<file path="config.mk">
export PLATFORM = sky130hd
export DESIGN_NAME = fifo_packet_reader_flat
export DESIGN_NICKNAME = d
export VERILOG_FILES = /design/src/rtl/fifo_packet_reader_pkg.sv /design/src/rtl/fifo_packet_reader_if.sv /design/src/rtl/fifo_packet_reader_axis_skid2.sv /design/src/rtl/fifo_packet_reader.sv /design/src/flat_wrapper.sv
export SDC_FILE = /design/constraint.sdc
export NUM_CORES = 1
export LEC_CHECK = 0
export BUFFER_PORTS_ARGS = -buffer_cell sky130_fd_sc_hd__buf_2
export CAP_MARGIN = 10
export CORE_ASPECT_RATIO = 0.7
export CORE_MARGIN = 5
export CORE_UTILIZATION = 45
export CTS_CLUSTER_SIZE = 8
export DETAILED_ROUTE_END_ITERATION = 16
export PLACE_DENSITY = 0.68
export SLEW_MARGIN = 25
export SYNTH_ARGS = -nofsm -noshare
export SYNTH_HDL_FRONTEND = slang
export SYNTH_SLANG_ARGS = --single-unit
</file>
<file path="constraint.sdc">
create_clock -name clk -period 4.5 [get_ports clk]
set_clock_uncertainty 0.2 [all_clocks]
set_input_delay 0.225 -clock clk [delete_from_list [all_inputs] [get_ports clk]]
set_output_delay 0.225 -clock clk [all_outputs]
set_load 0.005 [all_outputs]
</file>
<file path="src/rtl/fifo_packet_reader_pkg.sv">
// Shared types and width helpers for the commit-FIFO packet reader.
package fifo_stream_pkg;

  typedef enum logic {
    PASS = 1'b0,
    DROP = 1'b1
  } rd_state_e;

  localparam int unsigned LP_SKID_DEPTH = 32'd2;

  // A skid entry carries payload plus the last and user sideband bits.
  function automatic int unsigned beat_width(input int unsigned data_width);
    return data_width + 32'd2;
  endfunction

  function automatic int unsigned beat_cnt_width(input int unsigned max_beats);
    return $clog2(max_beats + 32'd1);
  endfunction

endpackage

</file>
<file path="src/rtl/fifo_packet_reader_if.sv">
// FWFT FIFO read port plus AXI-Stream-style output of the packet reader.
interface fifo_packet_reader_if #(
  parameter int unsigned P_DATA_WIDTH = 32
);

  logic                    fifo_empty;
  logic [P_DATA_WIDTH:0]   fifo_data;
  logic                    fifo_rd_en;
  logic                    m_tvalid;
  logic                    m_tready;
  logic [P_DATA_WIDTH-1:0] m_tdata;
  logic                    m_tlast;
  logic                    m_tuser;

  modport master (
    input  fifo_empty, fifo_data, m_tready,
    output fifo_rd_en, m_tvalid, m_tdata, m_tlast, m_tuser
  );

  modport slave (
    output fifo_empty, fifo_data, m_tready,
    input  fifo_rd_en, m_tvalid, m_tdata, m_tlast, m_tuser
  );

endinterface

</file>
<file path="src/rtl/fifo_packet_reader_axis_skid2.sv">
// Generic two-entry valid/ready skid buffer; the head entry drives the outputs directly
// from flops, and the fill level is exported so producers can gate on registered state.
module axis_skid2 #(
  parameter int unsigned P_WIDTH = 34
) (
  input  logic               clk,
  input  logic               rst_n,
  input  logic               i_s_valid,
  output logic               o_s_ready,
  input  logic [P_WIDTH-1:0] i_s_data,
  output logic               o_m_valid,
  input  logic               i_m_ready,
  output logic [P_WIDTH-1:0] o_m_data,
  output logic [1:0]         o_count
);

  logic [P_WIDTH-1:0] r_head;
  logic [P_WIDTH-1:0] r_tail;
  logic [1:0]         r_count;
  logic               w_push;
  logic               w_pop;

  assign o_s_ready = (r_count != 2'd2);
  assign o_m_valid = (r_count != 2'd0);
  assign o_m_data  = r_head;
  assign o_count   = r_count;
  assign w_push    = i_s_valid && o_s_ready;
  assign w_pop     = o_m_valid && i_m_ready;

  // Storage and fill level; a simultaneous push and pop only happens with one entry held.
  always_ff @(posedge clk or negedge rst_n) begin
    if (!rst_n) begin
      r_head  <= '0;
      r_tail  <= '0;
      r_count <= 2'd0;
    end else begin
      case ({w_push, w_pop})
        2'b10: begin
          if (r_count == 2'd0) begin
            r_head <= i_s_data;
          end else begin
            r_tail <= i_s_data;
          end
          r_count <= r_count + 2'd1;
        end
        2'b01: begin
          r_head  <= r_tail;
          r_count <= r_count - 2'd1;
        end
        2'b11: begin
          r_head <= i_s_data;
        end
        default: begin
          r_count <= r_count;
        end
      endcase
    end
  end

endmodule

</file>
<file path="src/rtl/fifo_packet_reader.sv">
// Pops committed beats from the FWFT FIFO, enforces a maximum packet length by truncating
// and dropping the tail, and keeps saturating packet/truncation status counters.
module fifo_packet_reader
  import fifo_stream_pkg::*;
#(
  parameter int unsigned P_DATA_WIDTH = 32,
  parameter int unsigned P_MAX_BEATS  = 64,
  parameter int unsigned P_CNT_WIDTH  = 16
) (
  input  logic                   clk,
  input  logic                   rst_n,
  fifo_packet_reader_if.master   bus,
  output logic [P_CNT_WIDTH-1:0] pkt_count,
  output logic [P_CNT_WIDTH-1:0] trunc_count
);

  localparam int unsigned         LP_BEAT_W = beat_width(P_DATA_WIDTH);
  localparam int unsigned         LP_BC_W   = beat_cnt_width(P_MAX_BEATS);
  localparam logic [LP_BC_W-1:0]  LP_MAX    = LP_BC_W'(P_MAX_BEATS);

  typedef struct packed {
    logic [P_DATA_WIDTH-1:0] payload;
    logic                    last;
    logic                    user;
  } beat_t;

  rd_state_e              r_state;
  logic [LP_BC_W-1:0]     r_beat_cnt;
  logic [P_CNT_WIDTH-1:0] r_pkt_count;
  logic [P_CNT_WIDTH-1:0] r_trunc_count;

  logic                   w_pop;
  logic                   w_fwd;
  logic                   w_src_last;
  logic                   w_at_max;
  logic                   w_pkt_evt;
  logic                   w_trunc_evt;
  logic                   w_skid_ready;
  logic [1:0]             w_skid_count;
  beat_t                  w_beat;
  beat_t                  w_head;
  logic [LP_BEAT_W-1:0]   w_skid_out;

  // Pop decision uses only registered state, so m_tready never reaches fifo_rd_en.
  assign w_pop      = rst_n && !bus.fifo_empty &&
                      ((r_state == DROP) || (w_skid_count < 2'd2));
  assign w_fwd      = w_pop && (r_state == PASS) && w_skid_ready;
  assign w_src_last = bus.fifo_data[P_DATA_WIDTH];
  assign w_at_max   = ((r_beat_cnt + LP_BC_W'(1)) == LP_MAX);

  // Tag the incoming beat: a real last wins over the length limit.
  always_comb begin
    w_beat.payload = bus.fifo_data[P_DATA_WIDTH-1:0];
    if (w_src_last) begin
      w_beat.last = 1'b1;
      w_beat.user = 1'b0;
    end else begin
      w_beat.last = w_at_max;
      w_beat.user = w_at_max;
    end
  end

  assign w_pkt_evt   = w_fwd && w_beat.last;
  assign w_trunc_evt = w_fwd && w_beat.user;

  axis_skid2 #(
    .P_WIDTH (LP_BEAT_W)
  ) u_skid (
    .clk       (clk),
    .rst_n     (rst_n),
    .i_s_valid (w_fwd),
    .o_s_ready (w_skid_ready),
    .i_s_data  (w_beat),
    .o_m_valid (bus.m_tvalid),
    .i_m_ready (bus.m_tready),
    .o_m_data  (w_skid_out),
    .o_count   (w_skid_count)
  );

  assign w_head      = beat_t'(w_skid_out);
  assign bus.m_tdata = w_head.payload;
  assign bus.m_tlast = w_head.last;
  assign bus.m_tuser = w_head.user;
  assign bus.fifo_rd_en = w_pop;

  // Packet FSM and per-packet beat counter; both hold while the FIFO is empty.
  always_ff @(posedge clk or negedge rst_n) begin
    if (!rst_n) begin
      r_state    <= PASS;
      r_beat_cnt <= '0;
    end else if (w_pop) begin
      case (r_state)
        PASS: begin
          if (w_src_last) begin
            r_beat_cnt <= '0;
          end else if (w_at_max) begin
            r_beat_cnt <= '0;
            r_state    <= DROP;
          end else begin
            r_beat_cnt <= r_beat_cnt + LP_BC_W'(1);
          end
        end
        DROP: begin
          if (w_src_last) begin
            r_state <= PASS;
          end else begin
            r_state <= DROP;
          end
        end
        default: begin
          r_state    <= PASS;
          r_beat_cnt <= '0;
        end
      endcase
    end else begin
      r_state <= r_state;
    end
  end

  // Saturating status counters.
  always_ff @(posedge clk or negedge rst_n) begin
    if (!rst_n) begin
      r_pkt_count   <= '0;
      r_trunc_count <= '0;
    end else begin
      if (w_pkt_evt && (r_pkt_count != {P_CNT_WIDTH{1'b1}})) begin
        r_pkt_count <= r_pkt_count + P_CNT_WIDTH'(1);
      end else begin
        r_pkt_count <= r_pkt_count;
      end
      if (w_trunc_evt && (r_trunc_count != {P_CNT_WIDTH{1'b1}})) begin
        r_trunc_count <= r_trunc_count + P_CNT_WIDTH'(1);
      end else begin
        r_trunc_count <= r_trunc_count;
      end
    end
  end

  assign pkt_count   = r_pkt_count;
  assign trunc_count = r_trunc_count;

endmodule

</file>
<file path="src/flat_wrapper.sv">
// flat-port wrapper written by rule: the top's interface ports become plain ports
module fifo_packet_reader_flat import fifo_stream_pkg::*;
#(
  parameter int unsigned P_DATA_WIDTH = 32,
  parameter int unsigned P_MAX_BEATS  = 64,
  parameter int unsigned P_CNT_WIDTH  = 16
)
  (clk, rst_n, pkt_count, trunc_count, bus_fifo_empty, bus_fifo_data, bus_m_tready, bus_fifo_rd_en, bus_m_tvalid, bus_m_tdata, bus_m_tlast, bus_m_tuser);
  fifo_packet_reader_if #(.P_DATA_WIDTH(P_DATA_WIDTH)) bus_i ();
  input  logic clk;
  input  logic rst_n;
  output logic [P_CNT_WIDTH-1:0] pkt_count;
  output logic [P_CNT_WIDTH-1:0] trunc_count;
  input wire logic [$bits(bus_i.fifo_empty)-1:0] bus_fifo_empty;
  input wire logic [$bits(bus_i.fifo_data)-1:0] bus_fifo_data;
  input wire logic [$bits(bus_i.m_tready)-1:0] bus_m_tready;
  output wire logic [$bits(bus_i.fifo_rd_en)-1:0] bus_fifo_rd_en;
  output wire logic [$bits(bus_i.m_tvalid)-1:0] bus_m_tvalid;
  output wire logic [$bits(bus_i.m_tdata)-1:0] bus_m_tdata;
  output wire logic [$bits(bus_i.m_tlast)-1:0] bus_m_tlast;
  output wire logic [$bits(bus_i.m_tuser)-1:0] bus_m_tuser;
  assign bus_i.fifo_empty = bus_fifo_empty;
  assign bus_i.fifo_data = bus_fifo_data;
  assign bus_i.m_tready = bus_m_tready;
  assign bus_fifo_rd_en = bus_i.fifo_rd_en;
  assign bus_m_tvalid = bus_i.m_tvalid;
  assign bus_m_tdata = bus_i.m_tdata;
  assign bus_m_tlast = bus_i.m_tlast;
  assign bus_m_tuser = bus_i.m_tuser;
  fifo_packet_reader #(.P_DATA_WIDTH(P_DATA_WIDTH), .P_MAX_BEATS(P_MAX_BEATS), .P_CNT_WIDTH(P_CNT_WIDTH)) u_core (.clk(clk), .rst_n(rst_n), .bus(bus_i), .pkt_count(pkt_count), .trunc_count(trunc_count));
endmodule
</file>
# After elaboration in Yosys (flattened, before gate mapping)
# Index checks and enable logic that the tools add are counted.
[word_totals] reg_bits=110 output_inout_bits=68 wordCells=52
[op_classes] addsub=5 order_cmp=1 eq_ne=8 muxes=10 bitwise=2 reduce_logical=19
[ops] cell="case mux 34 bit (3 select lines)" n=1
[ops] cell="two-way mux 34 bit" n=1
[ops] cell="adder 16 x 1 -> 16 bit (second input constant)" n=2
[ops] cell="inequality test 16 bit (second input constant)" n=2
[ops] cell="two-way mux 7 bit" n=2
[ops] cell="logical AND 1 bit" n=10
[ops] cell="adder 7 x 1 -> 7 bit (second input constant)" n=1
[ops] cell="== test 7 bit (second input constant)" n=1
[ops] cell="AND reduction 2 bit" n=3
[ops] cell="== test 2 bit (second input constant)" n=2
[ops] cell="inequality test 2 bit (second input constant)" n=2
[ops] cell="case mux 2 bit (2 select lines)" n=1
[ops] cell="nonzero test 2 bit" n=2
[ops] cell="two-way mux 1 bit" n=3
[ops] cell="nonzero test 3 bit" n=1
[ops] cell="adder 2 x 1 -> 2 bit (second input constant)" n=1
[ops] cell="== test 2 x 1 -> 1 bit (second input constant)" n=1
[ops] cell="zero test 2 bit" n=1
[ops] cell="less-than comparator 2 bit (second input constant)" n=1
[ops] cell="two-way mux 2 bit" n=1
[ops] cell="NOT 1 bit" n=2
[ops] cell="case mux 1 bit (2 select lines)" n=1
[ops] cell="subtractor 2 x 1 -> 2 bit (second input constant)" n=1
[ops] cell="zero test 1 bit" n=1
[ops] cell="logical OR 1 bit" n=1

# Longest topological paths before layout
# Gate-level depths: netlist of run 1.
[depth] word_depth=9 depth_mapped=8

# By module
# Synthesis of run 1 repeated with hierarchy kept, for this count alone.
[hier_totals] cells_unflattened=405 area_unflattened_um2=5266.3
[modules_own_cells] mod="axis_skid2" n_inst=1 cells_per_inst=197 area_each_um2=3204.3
[modules_own_cells] mod="fifo_packet_reader" n_inst=1 cells_per_inst=208 area_each_um2=2062.0

# Worst setup path after synthesis of run 1
# OpenSTA, ideal clock, no wires.
[synth_path] kind="register to register" from="reg u_core.u_skid.r_count[1] (netlist: u_core.u_skid.o_count[1])" to="reg u_core.u_skid.r_head[0] (netlist: u_core.u_skid.o_m_data[0])" setup_ns=0.133 arrival_time_ns=2.146 required_ns=4.167 path_slack_ns=2.021 stages_incl_launch_ff=8 period_less_slack_ns=2.479 path_cell_list="dfrtp_1 or4b_4 buf_6 ha_1 clkbuf_1 clkbuf_1 a211oi_1 a21oi_1"
[synth_via] elab_chain_cells=9
[synth_lines] item="from (decl)" line_no="fifo_packet_reader_axis_skid2.sv:19" text="logic [1:0] r_count;"
[synth_lines] item="from (signal assigned)" line_no="fifo_packet_reader_axis_skid2.sv:44" text="r_count <= r_count + 2'd1;"
[synth_lines] item="from (signal assigned)" line_no="fifo_packet_reader_axis_skid2.sv:48" text="r_count <= r_count - 2'd1;"
[synth_lines] item="from (signal assigned)" line_no="fifo_packet_reader_axis_skid2.sv:54" text="r_count <= r_count;"
[synth_lines] item="less-than comparator 2 bit" line_no="fifo_packet_reader.sv:46" text="((r_state == DROP) || (w_skid_count < 2'd2));"
[synth_lines] item="logical OR 1 bit" line_no="fifo_packet_reader.sv:46"
[synth_lines] item="logical AND 1 bit" line_no="fifo_packet_reader.sv:45" text="assign w_pop = rst_n && !bus.fifo_empty &&"
[synth_lines] item="logical AND 1 bit (2 in a row)" line_no="fifo_packet_reader.sv:47" text="assign w_fwd = w_pop && (r_state == PASS) && w_skid_ready;"
[synth_lines] item="logical AND 1 bit" line_no="fifo_packet_reader_axis_skid2.sv:27" text="assign w_push = i_s_valid && o_s_ready;"
[synth_lines] item="== test 2 bit or == test 2 x 1 -> 1 bit (tied branches)" line_no="fifo_packet_reader_axis_skid2.sv:37" text="case ({w_push, w_pop})"
[synth_lines] item="inequality test 2 bit (no source line) or nonzero test 3 bit (tied branches)"
[synth_lines] item="AND reduction 2 bit (no source line)"
[synth_lines] item="to (signal assigned)" line_no="fifo_packet_reader_axis_skid2.sv:40" text="r_head <= i_s_data;"
[synth_lines] item="to (signal assigned)" line_no="fifo_packet_reader_axis_skid2.sv:47" text="r_head <= r_tail;"
[synth_lines] item="to (signal assigned)" line_no="fifo_packet_reader_axis_skid2.sv:51" text="r_head <= i_s_data;"
[synth_lines] item="to (decl)" line_no="fifo_packet_reader_axis_skid2.sv:17" text="logic [P_WIDTH-1:0] r_head;"
# Parallel ways exist; a longest one is shown, timed or not.
# A chain may end at the register's enable or synchronous reset.

# Final worst setup path of run 1
[layout_path] from="reg u_core.r_beat_cnt[0]" to="reg u_core.r_pkt_count[1] (netlist: u_core.pkt_count[1])"
[layout_via] elab_chain_cells=5
[layout_lines] item="from (decl)" line_no="fifo_packet_reader.sv:28" text="logic [LP_BC_W-1:0] r_beat_cnt;"
[layout_lines] item="from (signal assigned)" line_no="fifo_packet_reader.sv:100" text="r_beat_cnt <= r_beat_cnt + LP_BC_W'(1);"
[layout_lines] item="adder 7 x 1 -> 7 bit" line_no="fifo_packet_reader.sv:49" text="assign w_at_max = ((r_beat_cnt + LP_BC_W'(1)) == LP_MAX);"
[layout_lines] item="== test 7 bit" line_no="fifo_packet_reader.sv:49"
[layout_lines] item="two-way mux 2 bit" line_no="fifo_packet_reader.sv:54" text="if (w_src_last) begin"
[layout_lines] item="logical AND 1 bit" line_no="fifo_packet_reader.sv:63" text="assign w_pkt_evt = w_fwd && w_beat.last;"
[layout_lines] item="logical AND 1 bit" line_no="fifo_packet_reader.sv:126" text="if (w_pkt_evt && (r_pkt_count != {P_CNT_WIDTH{1'b1}})) begin"
[layout_lines] item="to (signal assigned)" line_no="fifo_packet_reader.sv:127" text="r_pkt_count <= r_pkt_count + P_CNT_WIDTH'(1);"
[layout_lines] item="to (signal assigned)" line_no="fifo_packet_reader.sv:129" text="r_pkt_count <= r_pkt_count;"
[layout_lines] item="to (decl)" line_no="fifo_packet_reader.sv:29" text="logic [P_CNT_WIDTH-1:0] r_pkt_count;"
# Every way passes these cells.

==> results.txt, run 1 <==
The pin count of the biggest net entering global routing is between 50 and 60. The flow ran to the end, and the final reports show no timing, DRC or antenna violations. After legalization and detailed placement, the total HPWL measured 7.32 mm. By area the synthesized netlist is led by sky130_fd_sc_hd__dfrtp_1, sky130_fd_sc_hd__mux2_2, sky130_fd_sc_hd__mux2i_1.

The power per unit of standard cell area came out at 497 mW/mm^2. Setup slack on the worst reg-to-reg path comes out at 1.88 ns. The worst IR drop on VDD came out at roughly 0.22 mV.

During I/O placement, the number of pins put on the boundary was 105. The average cell area after synthesis came out at 11.5 sq um. The count of antenna-violating nets left after detailed routing came out at 0. No sink is reached through more buffers than the 2 on the longest clock path. Of all nets on the critical path, the largest fanout is 10. The share of Yosys cell area claimed by the top area cell type came out at 54.1%.

The worst pin sits at a relative slew slack of a little over 50%. The number of rows in the core area came out at 32. The H-tree was split into 3 levels. The total detailed-routing wirelength is 10.9 mm. For this run, the leading register cell type out of synthesis is sky130_fd_sc_hd__dfrtp_1. Data on the critical path arrives at its endpoint at 2.65 ns. The final-layout setup total negative slack is 0 ns. The post-layout total power is about 3.2 mW. The die is 99.0 um tall.

The class of the worst hold path is input port to flip-flop. The TritonCTS buffer count is 9. The insertion delay of the later-clocked pin in the worst-skew pair came out at between 0.3 and 0.4 ns.

During synthesis, Yosys emitted a total of 0 warnings. The static leakage is 3.08 nW. The startpoint identified for the worst hold timing path is bus_fifo_data[32].

The fraction of final layout cells with drive strength greater than 1 is about 31%. The core region area came out at 0.0111 sq mm. The global routing usage on met1 is 24.4%.

The sequential cell area is between 0.002 and 0.003 sq mm. The setup violation total in the final timing report came out at 0. The number of vias in the routed layout is roughly 3,700. After synthesis the cells add up to just over 0.005 sq mm. TritonCTS built the clock tree.

The global-route track usage on met3 came out at around 4.1%. The worst setup path is captured at a flip-flop. The final max-slew violation count is 0. After the first detailed-routing iteration, the DRC count stood at approximately 210. The number of cells traversed by the worst register-to-register path is 6. At the worst endpoint, the required time is ~4.5 ns. After layout, the worst path uses roughly three fifths of the clock period. The transition time at the pin with the least slew margin is 0.715 ns. The via count normalized by instance count is 5.10. For this run, design rule violations remaining after detail routing come to 0. The number of antenna diodes in the final layout is 0. In this run the critical register-to-register path is launched from u_core.r_beat_cnt[0]. In the layout the commonest cells are sky130_fd_sc_hd__dfrtp_1, sky130_fd_sc_hd__buf_2, sky130_fd_sc_hd__nand2_1. The sequential area share after synthesis came out at 54.1%. The async set-reset flop share out of synthesis came out at 100%. The worst hold path terminates at u_core.u_skid.r_tail[0].

The number of antenna violations at the first check in global routing is 0. The global routing met2 resource utilization is 24.3%. The sink count of the clock tree came out at 110.

The endpoint of the most critical register-to-register path is u_core.pkt_count[1]. Global routing used 16.5% of the available tracks. The tree is rooted in a sky130_fd_sc_hd__clkbuf_16. The number of hold-slack violations in the final timing report is 0. The area overhead of the layout relative to synthesis is 25.3%.

The clock transition at the registers of the reported paths is 0.07 ns. The aggregate global routing overflow is 0. Leaving out fill and tap cells, the most frequent cell in the layout is sky130_fd_sc_hd__dfrtp_1. The count of buffers added on input and output ports is 104. In this run the most used layer during global routing was met1. The register bit total from synthesis came out at 110. The overall die width is 137 um. The max-capacitance violation count came out at 0. In this run, distinct cell masters in the synthesized netlist total 46. Dividing the detail-routed wire length by the instance count gives 14.8 um.

Synthesis produced a netlist whose cell count is approximately 440. Setup repair after global routing left no endpoint under its margin. The pre-antenna-repair detailed-routing pass consisted of 4 iterations. The kind of start point of the critical path is a flip-flop. The number of synthesized flops with an enable pin came out at 0. The type of the worst setup path is flip-flop to flip-flop.

The first global-routing pass estimated about 18 mm of wire. The shortest period the worst path allows is 2.62 ns. Based on the critical path, the design can be clocked at up to between 300 and 400 MHz. The full die area came out at about 0.014 sq mm. The number of global-route vias before repair is 3,545.

The starting density of the core came out at 46.0%. The cell depth of the worst hold path is 2. The final layout contains 618 nets. The post-CTS setup-driven buffer insertion count came out at 0.

The largest total area in the synthesized netlist belongs to sky130_fd_sc_hd__dfrtp_1. The count of filler cells inserted in the layout is 952. Summing all multi-input logic gate instances after layout gives between 0.002 and 0.0025 sq mm. Counting every net in the synthesized netlist gives 483.

The weighted congestion reported at the end of routability-driven placement is 0.834.
-- synthesized netlist by cell type (2+ instances only) --
cell and count:
sky130_fd_sc_hd__nor4b_2 3, sky130_fd_sc_hd__dfrtp_1 110, sky130_fd_sc_hd__and3_1 3, sky130_fd_sc_hd__and4_1 3, sky130_fd_sc_hd__xnor2_1 4, sky130_fd_sc_hd__clkbuf_1 15
sky130_fd_sc_hd__o41ai_1 2, sky130_fd_sc_hd__nand3_1 10, sky130_fd_sc_hd__nor4_1 2, sky130_fd_sc_hd__nor3b_1 2, sky130_fd_sc_hd__nand2_1 64, sky130_fd_sc_hd__nor2_1 17
sky130_fd_sc_hd__o21ai_0 46, sky130_fd_sc_hd__buf_6 2, sky130_fd_sc_hd__nand4_1 7, sky130_fd_sc_hd__nor3_1 10, sky130_fd_sc_hd__a21oi_1 3, sky130_fd_sc_hd__xor2_1 26
sky130_fd_sc_hd__inv_1 7, sky130_fd_sc_hd__nor4_2 8, sky130_fd_sc_hd__ha_1 5, sky130_fd_sc_hd__mux2_2 36, sky130_fd_sc_hd__nand2b_1 2, sky130_fd_sc_hd__mux2i_1 32
-- registers in the layout, summed over array words and instances, names as in the netlist --
name / count
u_core.pkt_count: 16
u_core.r_beat_cnt: 7
u_core.r_state: 1
u_core.trunc_count: 16
u_core.u_skid.o_count: 2
u_core.u_skid.o_m_data: 34
u_core.u_skid.r_tail: 34
-- critical path, cell delays in order (launching register included) --
cell and delay [ns]:
sky130_fd_sc_hd__dfrtp_1 0.42, sky130_fd_sc_hd__ha_1 0.24, sky130_fd_sc_hd__nand2_1 0.19, sky130_fd_sc_hd__nor3_1 0.65, sky130_fd_sc_hd__o21ai_4 0.21, sky130_fd_sc_hd__nor2_1 0.24, sky130_fd_sc_hd__mux2_2 0.35
-- metrics by stage --
stage	cells	setup slack, ns	cell area, sq um	hold slack, ns	utilization, %
detailed placement	685	1.88	5770	0.248	52.2
floorplan	441	2.02	5090	-0.271	-
global placement	685	1.90	5760	0.245	52.1
finish	734	1.88	6370	0.0509	57.7
CTS	734	1.87	6370	0.0366	57.7
global route	734	1.69	6370	0.0545	57.7
-- cell families (layout without fill, tap and decap cells) --
family,count (synthesis),count (layout),share of synthesized area (%)
simple gates,142,142,16.0
compound gates,60,60,6.86
xor+xnor,30,30,5.17
mux,69,69,14.5
flops,110,110,54.1
buf+inv,25,165,2.16
fa+ha+maj,5,5,1.23
-- where the power goes --
group          internal, mW  switching, mW  total (mW)
logic                 0.469          0.448       0.917
registers              1.32          0.197        1.52
clock network         0.389          0.340       0.729
total                  2.18          0.985        3.17
-- repair_timing --
| item | CTS | global route |
|---|---|---|
| resized for setup | 0 | 0 |
| hold buffers | 33 | 0 |
| endpoints found under the hold margin | 106 | 0 |
-- metal layers --
layer / wire, um / vias to the layer above / share of wire (%)
met5: 0 / - / 0
met4: 162 / 0 / 1.5
met3: 603 / 16 / 5.6
met2: 4760 / 105 / 44
met1: 5340 / 1785 / 49
li1: - / 1834 / -
-- worst max-delay path by stage --
stage | from | endpoint | slack (ns) | cells past startpoint
after floorplan | u_core.u_skid.o_count[1] | u_core.u_skid.o_m_data[0] | 2.02 | 7
after global placement | u_core.u_skid.o_count[1] | u_core.u_skid.o_m_data[0] | 1.90 | 5
after detailed placement | u_core.r_beat_cnt[0] | u_core.pkt_count[1] | 1.88 | 6
after CTS | u_core.r_beat_cnt[0] | u_core.pkt_count[1] | 1.87 | 6
after global routing | u_core.r_beat_cnt[0] | u_core.pkt_count[1] | 1.69 | 6
final | u_core.r_beat_cnt[0] | u_core.pkt_count[1] | 1.88 | 6
-- final cells by class --
| class | count | share of cell area (%) |
|---|---|---|
| clock buffers | 12 | 3.87 |
| clock inverters | 4 | 0.353 |
| inverters | 8 | 0.491 |
| multi-input cells | 306 | 35.2 |
| flip-flops and latches | 110 | 43.2 |
| well taps | 153 | 3.00 |
| repair buffers | 141 | 13.9 |
(Power assumes the default switching activity.)
==> run 2: changes to the inputs <==
Settings changed: PLACE_DENSITY 0.68 to 0.7.
Clock period 4.5 ns to 2.4 ns, I/O delays scaled along.
==> run 2 against run 1 <==
- utilization increased by 1.7 points
- register-to-register slack got worse by 1.7 ns
- total power increased by 94%
- clock-buffer cell count decreased by 1
- sequential share of layout area decreased by 1.2 points
- critical path type is now input port to flip-flop
==> results.txt, run 2 (synthesis results as in run 1) <==
The number of hold-slack violations in the final timing report came to 0 (unchanged). After layout, the worst path uses 95.9% of the clock period. The pin count of the biggest net entering global routing is 72 (+24%). The endpoint arrival time on the critical path came out at 2.33 ns (-0.32 ns).

The insertion delay of the later-clocked pin in the worst-skew pair came to 0.34 ns (about the same). The aggregate global routing overflow is 0 (unchanged). The setup slack of the most critical reg-to-reg path came out at 0.14 ns (-1.74 ns). The TritonCTS clock tree is yes.

The number of vias in the routed layout came to 3,742 (+0.053%). The clock transition at the registers of the reported paths came out at 0.07 ns (about the same). The sink count of the clock tree came out at 110 (unchanged).

The sequential cell area is 0.00275 sq mm (unchanged). The number of optimization iterations in the first detailed-route pass came out at 6 (+2). The final standard cell utilization of the core came out at 59.4% (+1.7 points). The vertical die dimension came to 99.0 um (unchanged). The total detailed-routing wirelength is 11.0 mm (+1.0%). The core region area was 0.0111 sq mm (unchanged). The worst IR drop on VDD came out at 0.545 mV (+150%). The worst-case setup slack after placement came out at 0.100 ns (-1.78 ns). The area growth from synthesis to layout is 29.0%. The starting density of the core is 46.0% (unchanged). The area occupied by multi-input gates is 0.00225 sq mm (+0.17%). The top cell types in the final layout, fill and taps aside, are sky130_fd_sc_hd__dfrtp_1, sky130_fd_sc_hd__buf_2, sky130_fd_sc_hd__nand2_1. The post-layout total power came to 6.15 mW (+94%).

The fraction of final layout cells with drive strength greater than 1 was 33.3% (+2.1 points). The number of placed I/O pins was 105 (unchanged). The number of rows in the core area was 32 (unchanged). The worst-case setup margin in the final layout came out at 0.0991 ns (-1.78 ns). The total global-route track usage was 16.7% (+0.15 points). The net total in the final layout is 632 (+2.3%). The number of antenna violations at the first check in global routing was 0 (unchanged). The shortest period the worst path allows is ~2.3 ns. The flow ran to the end, and the final reports show no timing, DRC or antenna violations.

The level count of the clock H-tree was 3 (unchanged). The transition time at the pin with the least slew margin came out at 0.643 ns (-0.0721 ns). The cell depth of the worst hold path is 4 (+2). The top achievable clock speed is between 400 and 500 MHz. The number of port buffers is 104 (unchanged). The post-CTS setup-driven buffer insertion count is 0 (unchanged). The relative max-transition margin is 57.1% (+5.2 points). The number of cells traversed by the worst register-to-register path came to 5 (-1). The count of filler cells inserted in the layout is 931 (-2.2%). The number of remaining DRC errors is 0 (unchanged). The worst setup path is captured at a flip-flop. The via count normalized by instance count came out at 5.00 (-1.8%). The weighted congestion reported at the end of routability-driven placement is 0.876 (+5.0%). The overall die width was 137 um (unchanged). The type of the worst setup path is input port to flip-flop.

The number of global-route vias before repair came out at 3,751 (+5.8%). The count of antenna-violating nets left after detailed routing was 0 (unchanged). The number of diodes came out at 0 (unchanged).

The power per unit of standard cell area is 938 mW/mm^2 (+89%). The kind of start point of the critical path is an input port. CTS placed an instance of sky130_fd_sc_hd__clkbuf_16 at the clock tree root.

The class of the worst hold path is input port to flip-flop. The max-capacitance violation count was 0 (unchanged). The wire length per cell after detailed routing is 14.7 um (-0.86%). The global-route wire length before repair was 18.3 mm (+2.3%). The setup violation total in the final timing report came to 0 (unchanged). Setup repair after global routing left no endpoint under its margin. The half-perimeter wire length of the detailed placement result is 7.65 mm (+4.5%). The worst endpoint required time came out at 2.42 ns (-2.11 ns). The static leakage is 3.18 nW (+2.9%).

The full die area is 0.0136 sq mm (unchanged). The TritonCTS buffer count came out at 9 (unchanged). The library cell used most frequently in the layout, excluding fill and tap cells, is sky130_fd_sc_hd__dfrtp_1. The number of DRC markers after the initial detailed-route iteration is 127 (-40%). The number of buffers between clock root and the deepest sink came out at 2 (unchanged). The maximum fanout along the worst path came out at 14 (+4). The final max-slew violation count is 0 (unchanged).
==> run 2: worst max-delay path: stages <==
cell and delay, ns:
sky130_fd_sc_hd__dlygate4sd3_1 0.53, sky130_fd_sc_hd__buf_2 0.13, sky130_fd_sc_hd__or4b_4 0.56, sky130_fd_sc_hd__nor2_8 0.14
sky130_fd_sc_hd__nand3b_4 0.21, sky130_fd_sc_hd__nor3_1 0.27, sky130_fd_sc_hd__mux2_2 0.36
==> run 2: report_power, final <==
part | leakage, nW | switching, mW | internal, mW | total [mW]
Combinational | 1.63 | 0.862 | 0.938 | 1.80
Sequential | 1.40 | 0.355 | 2.48 | 2.83
Clock | 0.144 | 0.652 | 0.864 | 1.52
==> run 2: metrics by stage <==
stage	setup TNS, ns	cell area [sq um]	instances	hold slack (ns)
final	0	6560	748	0.0898
after detailed placement	0	5880	697	0.174
after global routing	0	6560	748	0.114
after CTS	0	6540	748	0.0784
after floorplan	-0.00762	5090	441	-0.376
after global placement	0	5880	697	0.168
==> run 2: area by class of cell <==
| type | count | area share, % |
|---|---|---|
| Sequential cell | 110 | 42.0 |
| Inverter | 8 | 0.477 |
| Clock inverter | 5 | 0.878 |
| Multi-Input combinational cell | 306 | 34.3 |
| Tap cell | 153 | 2.92 |
| Timing Repair Buffer | 155 | 15.6 |
| Clock buffer | 11 | 3.85 |
==> run 2: per-layer routing <==
metal | global-route usage, % | share of wire, %
met5 | 0 | 0
met1 | 23.5 | 47
met2 | 25.8 | 47
met3 | 4.90 | 5.7
met4 | 3.45 | 0.57
==> run 2: path summary, 6_finish.rpt <==
kind | startpoint | to
min | bus_m_tready | u_core.u_skid.o_count[0]
max in group asynchronous | rst_n | u_core.u_skid.r_tail[14]
max | bus_fifo_empty | u_core.trunc_count[8]
min reg2reg | u_core.u_skid.o_m_data[21] | u_core.u_skid.o_m_data[21]
min in group asynchronous | rst_n | u_core.r_beat_cnt[5]
max reg2reg | u_core.u_skid.o_count[1] | u_core.trunc_count[8]
==> run 2: what timing repair did <==
action / in CTS / in global routing
hold buffers: 35 / 0
hold endpoints to repair: 135 / 0
endpoints found under the setup margin: 0 / 9
resized for setup: 0 / 5
==> run 3: changes to the inputs <==
Settings changed: CORE_UTILIZATION 45 to 40, CTS_BUF_LIST set to sky130_fd_sc_hd__clkbuf_4, PLACE_DENSITY 0.7 to unset.
==> run 3 against run 2 <==
- global-route usage down 0.84 points
- utilization down 6.9 points
- sequential power about the same
- wire length up 4.0%
- worst hold slack better by 0.0039 ns
- total power down 3.7%
- combinational power up 3%
- first-iteration DRC count up 21%
==> results.txt, run 3 (synthesis results as in run 1) <==
The flow ran to the end, and the final reports show no timing, DRC or antenna violations. The transition time at the pin with the least slew margin came out at 0.767 ns (+0.124 ns). The endpoint arrival time on the critical path came out at 2.50 ns (+0.17 ns). The global-route wire length before repair came out at 19.4 mm (+5.9%). The number of rows in the core area came out at 34 (+6.3%). The number of port buffers is 104 (unchanged).

The final hold slack is 0.0937 ns (+0.00392 ns). The setup violation total in the final timing report is 0 (unchanged). STA classifies the critical path endpoint as a flip-flop.

The instance count after placement with tap cells included is 705 (+1.1%). The power per unit of standard cell area came out at 910 mW/mm^2 (-3.0%). The static leakage is 3.16 nW (-0.58%). The number of DRC markers after the initial detailed-route iteration is 154 (+21%). The number of buffers between clock root and the deepest sink came to 2 (unchanged).

The class of the worst hold path is input port to asynchronous set/reset pin. After global routing, the most crowded layer is met2. The area overhead of the layout relative to synthesis came out at 28.0%. The sink count of the clock tree came out at 110 (unchanged). The TritonCTS clock tree is yes. The global routing met2 resource utilization is 24.0% (-1.7 points). The weighted congestion reported at the end of routability-driven placement came out at 0.810 (-7.6%). The shortest period the worst path allows is 2.31 ns (+0.0101 ns). Among all stages on the critical path, the largest delay is contributed by sky130_fd_sc_hd__or4b_4.

The half-perimeter wire length of the detailed placement result was 7.95 mm (+4.0%). Leaving out fill and tap cells, the most frequent cell in the layout is sky130_fd_sc_hd__dfrtp_1. The sequential cell area came out at 0.00275 sq mm (unchanged).

The final worst-path cycle share came out at 96.3% (+0.42 points). The number of diodes came out at 0 (unchanged). The relative max-transition margin came out at 48.8% (-8.3 points).

The TritonCTS buffer count is 9 (unchanged). The number of global-route vias before repair is 3,968 (+5.8%). The level count of the clock H-tree is 3 (unchanged). The aggregate global routing overflow was 0 (unchanged). The net total in the final layout is 634 (+0.32%).

The via count normalized by instance count came to 4.98 (-0.37%). The global routing usage on met1 came out at 22.4% (-1.1 points). The max-capacitance violation count was 0 (unchanged). The overall die width is 145 um (+5.6%). The insertion delay of the later-clocked pin in the worst-skew pair came out at 0.45 ns (+0.11 ns). The worst IR drop on VDD is 0.421 mV (-23%). The full die area is 0.0151 sq mm (+11%). The worst-case setup slack after placement is 0.0496 ns (-0.0504 ns). The number of remaining DRC errors came out at 0 (unchanged). The type of the worst setup path is flip-flop to flip-flop.

The number of antenna violations at the first check in global routing came out at 0 (unchanged). In the layout the commonest cells are sky130_fd_sc_hd__dfrtp_1, sky130_fd_sc_hd__buf_2, sky130_fd_sc_hd__nand2_1. The number of optimization iterations in the first detailed-route pass came out at 4 (-2). The clock transition at the registers of the reported paths came to 0.15 ns (+0.08 ns). Setup repair after global routing left no endpoint under its margin. The top achievable clock speed was 433 MHz (-0.44%). The worst-case setup margin in the final layout was 0.0890 ns (-0.0101 ns).

The cell sitting at the root of the clock tree is a sky130_fd_sc_hd__clkbuf_4. The critical path goes through or4b_4 -> nor2_8 -> nand3b_4 -> buf_4 -> nor4_4 -> xor2_1. The fraction of final layout cells with drive strength greater than 1 came out at 32.9% (-0.39 points). The number of placed I/O pins came out at 105 (unchanged).

The final-layout setup total negative slack came out at 0 ns (unchanged). The total global-route track usage is 15.9% (-0.84 points). The count of filler cells inserted in the layout is 1,150 (+24%). The wire length per cell after detailed routing is 15.1 um (+2.7%).

The maximum fanout along the worst path came to 12 (-2). The number of hold-slack violations in the final timing report was 0 (unchanged). The worst endpoint required time is 2.59 ns (+0.17 ns).

The count of placed standard cells in the final layout, fillers left out is 758 (+1.3%). The core region area came out at 0.0124 sq mm (+12%). The count of antenna-violating nets left after detailed routing came out at 0 (unchanged). The worst stage delay on the critical path came to 0.64 ns (+0.08 ns). The pin count of the biggest net entering global routing came out at 85 (+18%).

The global-route track usage on met3 is 4.41% (-0.49 points). The area occupied by multi-input gates came out at 0.00224 sq mm (-0.11%). The number of vias in the routed layout is 3,778 (+0.96%).

The kind of start point of the critical path is a flip-flop. The final max-slew violation count was 0 (unchanged). The total detailed-routing wirelength was 11.4 mm (+4.0%). The vertical die dimension is 104 um (+5.5%). The starting density of the core is 40.9% (-5.1 points).
[run 3: repair_timing]
| item | 4_1_cts | 5_1_grt |
|---|---|---|
| hold buffers | 36 | 0 |
| resized for setup | 0 | 2 |
| setup buffers | 0 | 2 |
| setup endpoints to repair | 0 | 3 |
| endpoints found under the hold margin | 98 | 0 |
[run 3: per-stage QoR]
| step | utilization (%) | power, mW | instance area (sq um) |
|---|---|---|---|
| 2_1_floorplan | - | 3.89 | 5090 |
| 3_3_place_gp | 47.6 | 4.62 | 5920 |
| 3_5_place_dp | 47.7 | 4.71 | 5920 |
| 4_1_cts | 52.2 | 6.01 | 6480 |
| 5_1_grt | 52.4 | 6.37 | 6510 |
| 6_report | 52.4 | 5.92 | 6510 |
[run 3: path summary, 6_finish.rpt]
path,from,cells after the start,slack (ns),end
max reg2reg,u_core.u_skid.o_count[1],6,0.09,u_core.trunc_count[5]
min in group clk,bus_fifo_data[0],3,0.24,u_core.u_skid.r_tail[2]
min,rst_n,3,0.09,u_core.trunc_count[15]
min reg2reg,u_core.u_skid.o_m_data[23],2,0.29,u_core.u_skid.o_m_data[23]
max in group asynchronous,rst_n,4,0.84,u_core.u_skid.o_m_data[11]
max,u_core.u_skid.o_count[1],6,0.09,u_core.trunc_count[5]
[run 3: metal layers]
metal	share of wire, %	routed length (um)
met5	0	0
met4	1.0	116
met1	49	5550
met2	44	5060
met3	6.0	686
[run 3: worst max-delay path: cells and delay by family, from the launching register on]
family / cells / cell delay [ns]
buf+inv: 1 / 0.22
xor+xnor: 1 / 0.16
flops: 1 / 0.41
simple gates: 4 / 1.25
[run 3: where the power goes]
| group | switching (mW) | internal, mW |
|---|---|---|
| clock network | 0.581 | 0.652 |
| registers | 0.361 | 2.47 |
| logic | 0.881 | 0.975 |
| total | 1.82 | 4.10 |
[run 3: layout make-up]
type                    instances  share of cell area (%)
clock buffers                  11                    1.27
clock inverters                 4                    1.84
inverters                       8                   0.480
multi-input cells             306                    34.5
flip-flops and latches        110                    42.3
well taps                     162                    3.11
repair buffers                157                    16.5
